===== config.mk =====
export PLATFORM = sky130hd
export DESIGN_NAME = cram_loader
export DESIGN_NICKNAME = d
export VERILOG_FILES = /design/src/rtl/cram_loader.sv
export SDC_FILE = /design/constraint.sdc
export NUM_CORES = 1
export LEC_CHECK = 0
export BUFFER_PORTS_ARGS = -buffer_cell sky130_fd_sc_hd__buf_2
export CAP_MARGIN = 10
export CORE_ASPECT_RATIO = 1.25
export CORE_UTILIZATION = 45
export DETAILED_ROUTE_END_ITERATION = 8
export PLACE_DENSITY = 0.66
export SYNTH_ARGS = -nofsm -noshare
export SYNTH_HDL_FRONTEND = slang
export SYNTH_SLANG_ARGS = --single-unit

===== constraint.sdc =====
create_clock -name clk -period 1.8 [get_ports clk]
set_input_delay 0.18 -clock clk [delete_from_list [all_inputs] [get_ports clk]]
set_output_delay 0.18 -clock clk [all_outputs]
set_load 0.1 [all_outputs]

===== src/rtl/cram_loader.sv =====
// cram_loader: serialises configuration words MSB-first into the CRAM scan
// chain (cram_sdi/cram_shift), stopping after exactly CHAIN_LEN shifts.
// Optional feature macro: CRAM_READBACK_EN adds a recirculating readback pass
// that compares a CRC-16-CCITT of the loaded stream with one of the chain tail.

module cram_loader #(
  parameter int unsigned WORD_WIDTH = 8,
  parameter int unsigned CHAIN_LEN  = 64,
  parameter int unsigned CNT_W      = $clog2(CHAIN_LEN + 1)
) (
  input  logic                  clk,
  input  logic                  rst,
  input  logic                  start,
  input  logic [WORD_WIDTH-1:0] word_data,
  input  logic                  word_valid,
  output logic                  word_ready,
  output logic                  cram_sdi,
  output logic                  cram_shift,
  input  logic                  cram_sdo,
  output logic                  busy,
  output logic                  done,
  output logic                  error
);

  localparam int unsigned REM_W = $clog2(WORD_WIDTH + 1);
  localparam logic [CNT_W:0] ChainLenW = (CNT_W + 1)'(CHAIN_LEN);
  localparam logic [CNT_W-1:0] LastCnt = CNT_W'(CHAIN_LEN - 1);

`ifdef CRAM_READBACK_EN
  typedef enum logic [1:0] {StIdle, StLoad, StVerify, StDone} state_e;
`else
  typedef enum logic [1:0] {StIdle, StLoad, StDone} state_e;
`endif

  state_e                state_q, state_d;
  logic [CNT_W-1:0]      cnt_q, cnt_d;
  logic [WORD_WIDTH-1:0] buf_q, buf_d;
  logic [REM_W-1:0]      rem_q, rem_d;
  logic                  sdi_q, sdi_d;
  logic                  shift_q, shift_d;

  logic [CNT_W:0] issued;
  logic           room;
  logic           last_shift;

  // Shifts already done plus the one on the wire this cycle; new shifts only while below CHAIN_LEN.
  assign issued     = {1'b0, cnt_q} + {{CNT_W{1'b0}}, shift_q};
  assign room       = issued < ChainLenW;
  assign last_shift = shift_q && (cnt_q == LastCnt);

`ifdef CRAM_READBACK_EN
  logic [15:0] crc_ld_q, crc_ld_d;
  logic [15:0] crc_rb_q, crc_rb_d;
  logic        err_q, err_d;

  function automatic logic [15:0] crc_step(input logic [15:0] c, input logic b);
    logic fb;
    fb = c[15] ^ b;
    return {c[14:0], 1'b0} ^ (fb ? 16'h1021 : 16'h0000);
  endfunction
`endif

  // Next-state, datapath and handshake decode.
  always_comb begin
    state_d    = state_q;
    cnt_d      = cnt_q;
    buf_d      = buf_q;
    rem_d      = rem_q;
    sdi_d      = 1'b0;
    shift_d    = 1'b0;
    word_ready = 1'b0;
`ifdef CRAM_READBACK_EN
    crc_ld_d   = crc_ld_q;
    crc_rb_d   = crc_rb_q;
    err_d      = err_q;
`endif
    if (shift_q) cnt_d = cnt_q + CNT_W'(1);

    unique case (state_q)
      StIdle, StDone: begin
        if (start) begin
          state_d = StLoad;
          cnt_d   = '0;
          buf_d   = '0;
          rem_d   = '0;
`ifdef CRAM_READBACK_EN
          crc_ld_d = 16'hFFFF;
          crc_rb_d = 16'hFFFF;
          err_d    = 1'b0;
`endif
        end
      end
      StLoad: begin
`ifdef CRAM_READBACK_EN
        if (shift_q) crc_ld_d = crc_step(crc_ld_q, sdi_q);
`endif
        // Ready while the last buffered bit is on the wire gives zero-bubble streaming.
        word_ready = (rem_q == '0) && room;
        if (room) begin
          if (rem_q != '0) begin
            shift_d = 1'b1;
            sdi_d   = buf_q[WORD_WIDTH-1];
            buf_d   = buf_q << 1;
            rem_d   = rem_q - REM_W'(1);
          end else if (word_valid) begin
            shift_d = 1'b1;
            sdi_d   = word_data[WORD_WIDTH-1];
            buf_d   = word_data << 1;
            rem_d   = REM_W'(WORD_WIDTH - 1);
          end
        end
        // Leftover low-order bits of the final word are dropped here.
        if (last_shift) begin
          rem_d = '0;
`ifdef CRAM_READBACK_EN
          state_d = StVerify;
          cnt_d   = '0;
`else
          state_d = StDone;
`endif
        end
      end
`ifdef CRAM_READBACK_EN
      StVerify: begin
        if (shift_q) crc_rb_d = crc_step(crc_rb_q, cram_sdo);
        shift_d = room;
        if (last_shift) begin
          state_d = StDone;
          err_d   = (crc_ld_q != crc_rb_d);
        end
      end
`endif
      default: state_d = StIdle;
    endcase
  end

  // State and registered chain outputs; synchronous reset wins.
  always_ff @(posedge clk) begin
    if (rst) begin
      state_q <= StIdle;
      cnt_q   <= '0;
      buf_q   <= '0;
      rem_q   <= '0;
      sdi_q   <= 1'b0;
      shift_q <= 1'b0;
`ifdef CRAM_READBACK_EN
      crc_ld_q <= 16'hFFFF;
      crc_rb_q <= 16'hFFFF;
      err_q    <= 1'b0;
`endif
    end else begin
      state_q <= state_d;
      cnt_q   <= cnt_d;
      buf_q   <= buf_d;
      rem_q   <= rem_d;
      sdi_q   <= sdi_d;
      shift_q <= shift_d;
`ifdef CRAM_READBACK_EN
      crc_ld_q <= crc_ld_d;
      crc_rb_q <= crc_rb_d;
      err_q    <= err_d;
`endif
    end
  end

  assign cram_shift = shift_q;
  assign done       = (state_q == StDone);

`ifdef CRAM_READBACK_EN
  // Recirculate the tail straight back into the head so verify leaves contents intact.
  assign cram_sdi = (state_q == StVerify) ? cram_sdo : sdi_q;
  assign busy     = (state_q == StLoad) || (state_q == StVerify);
  assign error    = err_q;
`else
  logic unused_sdo;
  assign unused_sdo = cram_sdo;
  assign cram_sdi   = sdi_q;
  assign busy       = (state_q == StLoad);
  assign error      = 1'b0;
`endif

endmodule


==> impl_metrics.yaml <==
synthesis:
  seq_area_frac_synth_pct: 39.0
  yosysWarnings: 0
  netlist_area_mm2: 0.00113
  synthDistinctLibCells: 42
  synth-seq-cells: 22
  postSynthAreaPerCell_um2: 9.26
  syn-instance-count: 122
  ys_dominant_reg_cell: "dfxtp_1"
  async_flop_share_pct: 0
  synth_edf_count: 0
  syn_nets: 138
final_layout:
  area_delta_synth_final_pct: 25.6
  finish.utilization_pct: 62.2
  n_antenna_cell: 0
  drive_above_1_share_pct: 37.0
  fin_cells: 177
  final_nets: 163
  n_fill_cell: 217
job:
  maxCapViolCount: 0
placement:
  place_congestion: 0.768
  port_buffers: 16
  dp_slack_ns: 0.0575
  placedCellCount: 171
  dpl.hpwl_um: 1750
power:
  comb_power_share_pct: 24.7
  clkPwrFrac_pct: 32.5
  p_int_mw: 0.861
  sequentialPowerShare_pct: 42.9
  switching_share_pct: 28.4
  p_leak_nw: 0.587
  power_switching_mw: 0.342
  finalPower_mw: 1.20
  cellPowerDensity_mw_per_mm2: 848
  peakVddDrop_mv: 0.518
global_route:
  grt_antenna_before_repair: 0
  grt_pass1_wl_um: 4040
  grt_max_degree: 14
  grt_pass1_vias: 955
  grt.overflow.total: 0
  track_usage_pct: 20.2
sta:
  setup_viol: 0
  tightest_slew_ns: 0.521
  fmax_mhz: 572
  hold_viol_final: 0
  slew_headroom_pct: 65.1
  fin_crit_ns: 1.75
  clock_skew_ns: 0.00338
  grt_setup_unrepaired: "yes"
  slew_viol_final: 0
  timing.final.crit_share_pct: 97.1
  worst_slack_ns: 0.0514
drt:
  ant_nets: 0
  wl_per_cell_um: 13.2
  viasPerCell: 5.43
  drcViolationCount: 0
  drt_pass1_iterations: 4
  drtIter0Drc: 22
  wl_um: 2330
  routed-via-count: 961
floorplanning:
  die_w_um: 46.8
  core_mm2: 0.00228
  die_h_um: 58.0
  start_util_pct: 49.5
  rows: 19
  num_io_pins: 19
  die_area_mm2: 0.00272
setup_path:
  setup.worst_path.end_class: "primary output"
  path_cells: "ha_1 -> nand4_1 -> o21ai_2 -> nor2_4 -> buf_12"
  max_stage_delay_ns: 0.40
  cp-start-kind: "flip-flop"
  cp_slowest_cell: "dfxtp_4"
  critPathArrivalTime_ns: 1.57
  path_max_fanout: 7
  cp.required_ns: 1.62
  worstSetupPathType: "flip-flop to primary output"
cts:
  clk_latency_ns: 0.32
  cts_htree_levels: 1
  clockBufferDepth: 2
  cts_hold_buffers: 0
  cts_sinks: 22
  cts_tree: "built"
  clkTransAtPathRegs_ns: 0.13
  cts_buffers: 3
  clock-root-buffer: "clkbuf_4"
outcome:
  outcome: "finished, final reports clean"
worst_hold_path:
  hold_path.class: "input port to flip-flop"
## stage by stage
stage	setup TNS, ns	instance area [um2]	hold WS [ns]
after floorplan	0	1150	0.249
after global placement	0	1310	0.387
after detailed placement	0	1310	0.388
after CTS	-0.00990	1370	0.0431
after global routing	-0.0130	1420	0.0519
final	0	1420	0.0410
## registers in the layout (all words and copies together), names as in the netlist
| signal | flops |
|---|---|
| cram_sdi | 1 |
| cram_shift | 1 |
| cnt_q | 7 |
| rem_q | 4 |
| state_q | 2 |
| buf_q | 7 |
## metal layers
| metal | track usage [%] | share of wire, % | up-vias |
|---|---|---|---|
| met5 | 0 | 0 | - |
| met4 | 8.16 | 1.6 | 0 |
| met3 | 1.87 | 3.9 | 5 |
| met2 | 33.3 | 49 | 22 |
| met1 | 26.3 | 46 | 447 |
| li1 | - | - | 487 |
## power by group through the flow
stage / Sequential, mW / Clock, mW / Combinational [mW]
5_1_grt: 0.518 / 0.419 / 0.320
3_5_place_dp: 0.525 / 0 / 0.265
4_1_cts: 0.515 / 0.391 / 0.276
2_1_floorplan: 0.535 / 0 / 0.186
6_report: 0.516 / 0.391 / 0.297
3_3_place_gp: 0.524 / 0 / 0.260
## synth_stat cells, types with 2 or more instances
master	number	share of area, %
dfxtp_1	22	39
nand2_1	18	6.0
nor2_1	9	3.0
mux2i_1	7	6.2
mux2_2	6	6.0
a21oi_1	4	1.8
nand4_1	4	2.2
a21o_1	3	2.0
ha_1	3	3.3
inv_1	3	1.0
or3_1	3	1.7
clkbuf_1	2	0.66
nand2b_1	2	1.1
nand3_1	2	0.89
nor2b_1	2	1.1
o211ai_1	2	1.3
o21ai_0	2	0.89
or3b_2	2	1.6
xnor2_1	2	1.6
xor2_1	2	1.6
## worst max-delay path, delay by kind of cell (launching register included)
family          cells  cell delay, ns
simple gates        2            0.28
fa+ha+maj           1            0.15
buf+inv             1            0.16
flops               1            0.40
compound gates      1            0.26
## path summary, 6_finish.rpt
check,start,to,slack (ns),cells past startpoint
setup / recovery,cram_shift$_SDFF_PP0_,word_ready,0.05,5
hold reg to reg,buf_q[6]$_SDFFE_PP0P_,buf_q[6]$_SDFFE_PP0P_,0.47,2
hold / removal,rst,state_q[0]$_SDFFE_PP0P_,0.04,2
setup reg to reg,cram_shift$_SDFF_PP0_,buf_q[1]$_SDFFE_PP0P_,0.12,5
## layout make-up
cell class              instances  area, um2  share of cell area, %
multi-input cells              94        718                   50.6
flip-flops and latches         22        447                   31.5
repair buffers                 23        151                   10.7
well taps                      31       38.8                   2.73
clock inverters                 1       30.0                   2.12
clock buffers                   3       22.5                   1.59
inverters                       3       11.3                  0.794
## cells by family after synthesis
family	Yosys count	share of synthesized area, %
multiplexers	13	12.2
other	1	0.332
buffers and inverters	6	2.33
XOR/XNOR	4	3.10
flip-flops	22	39.0
adder cells (fa/ha/maj)	3	3.32
AND/OR/NAND/NOR	51	24.8
AO/OA/AOI/OAI	22	15.0
## cells in the final DEF, fill, tap and decap left out, types with 2 or more instances in the layout
cell type  Yosys  final
dfxtp_1       22     19
nand2_1       18     18
buf_2          0     15
nor2_1         9      8
mux2i_1        7      7
mux2_2         6      6
buf_4          1      6
nand4_1        4      4
a21oi_1        4      4
a21o_1         3      3
or3_1          3      3
clkbuf_4       0      3
inv_2          0      2
nor2_4         0      2
nand2b_1       2      2
xnor2_1        2      2
o211ai_1       2      2
nand3_1        2      2
xor2_1         2      2
ha_1           3      2
dfxtp_2        0      2
## timing repair
action                                  CTS  global route
resized for setup                         4             9
pin swaps                                 0             4
endpoints found under the setup margin    1             7
buffers inserted                          1             1
gates cloned                              0             0
(Power assumes the default switching activity.)
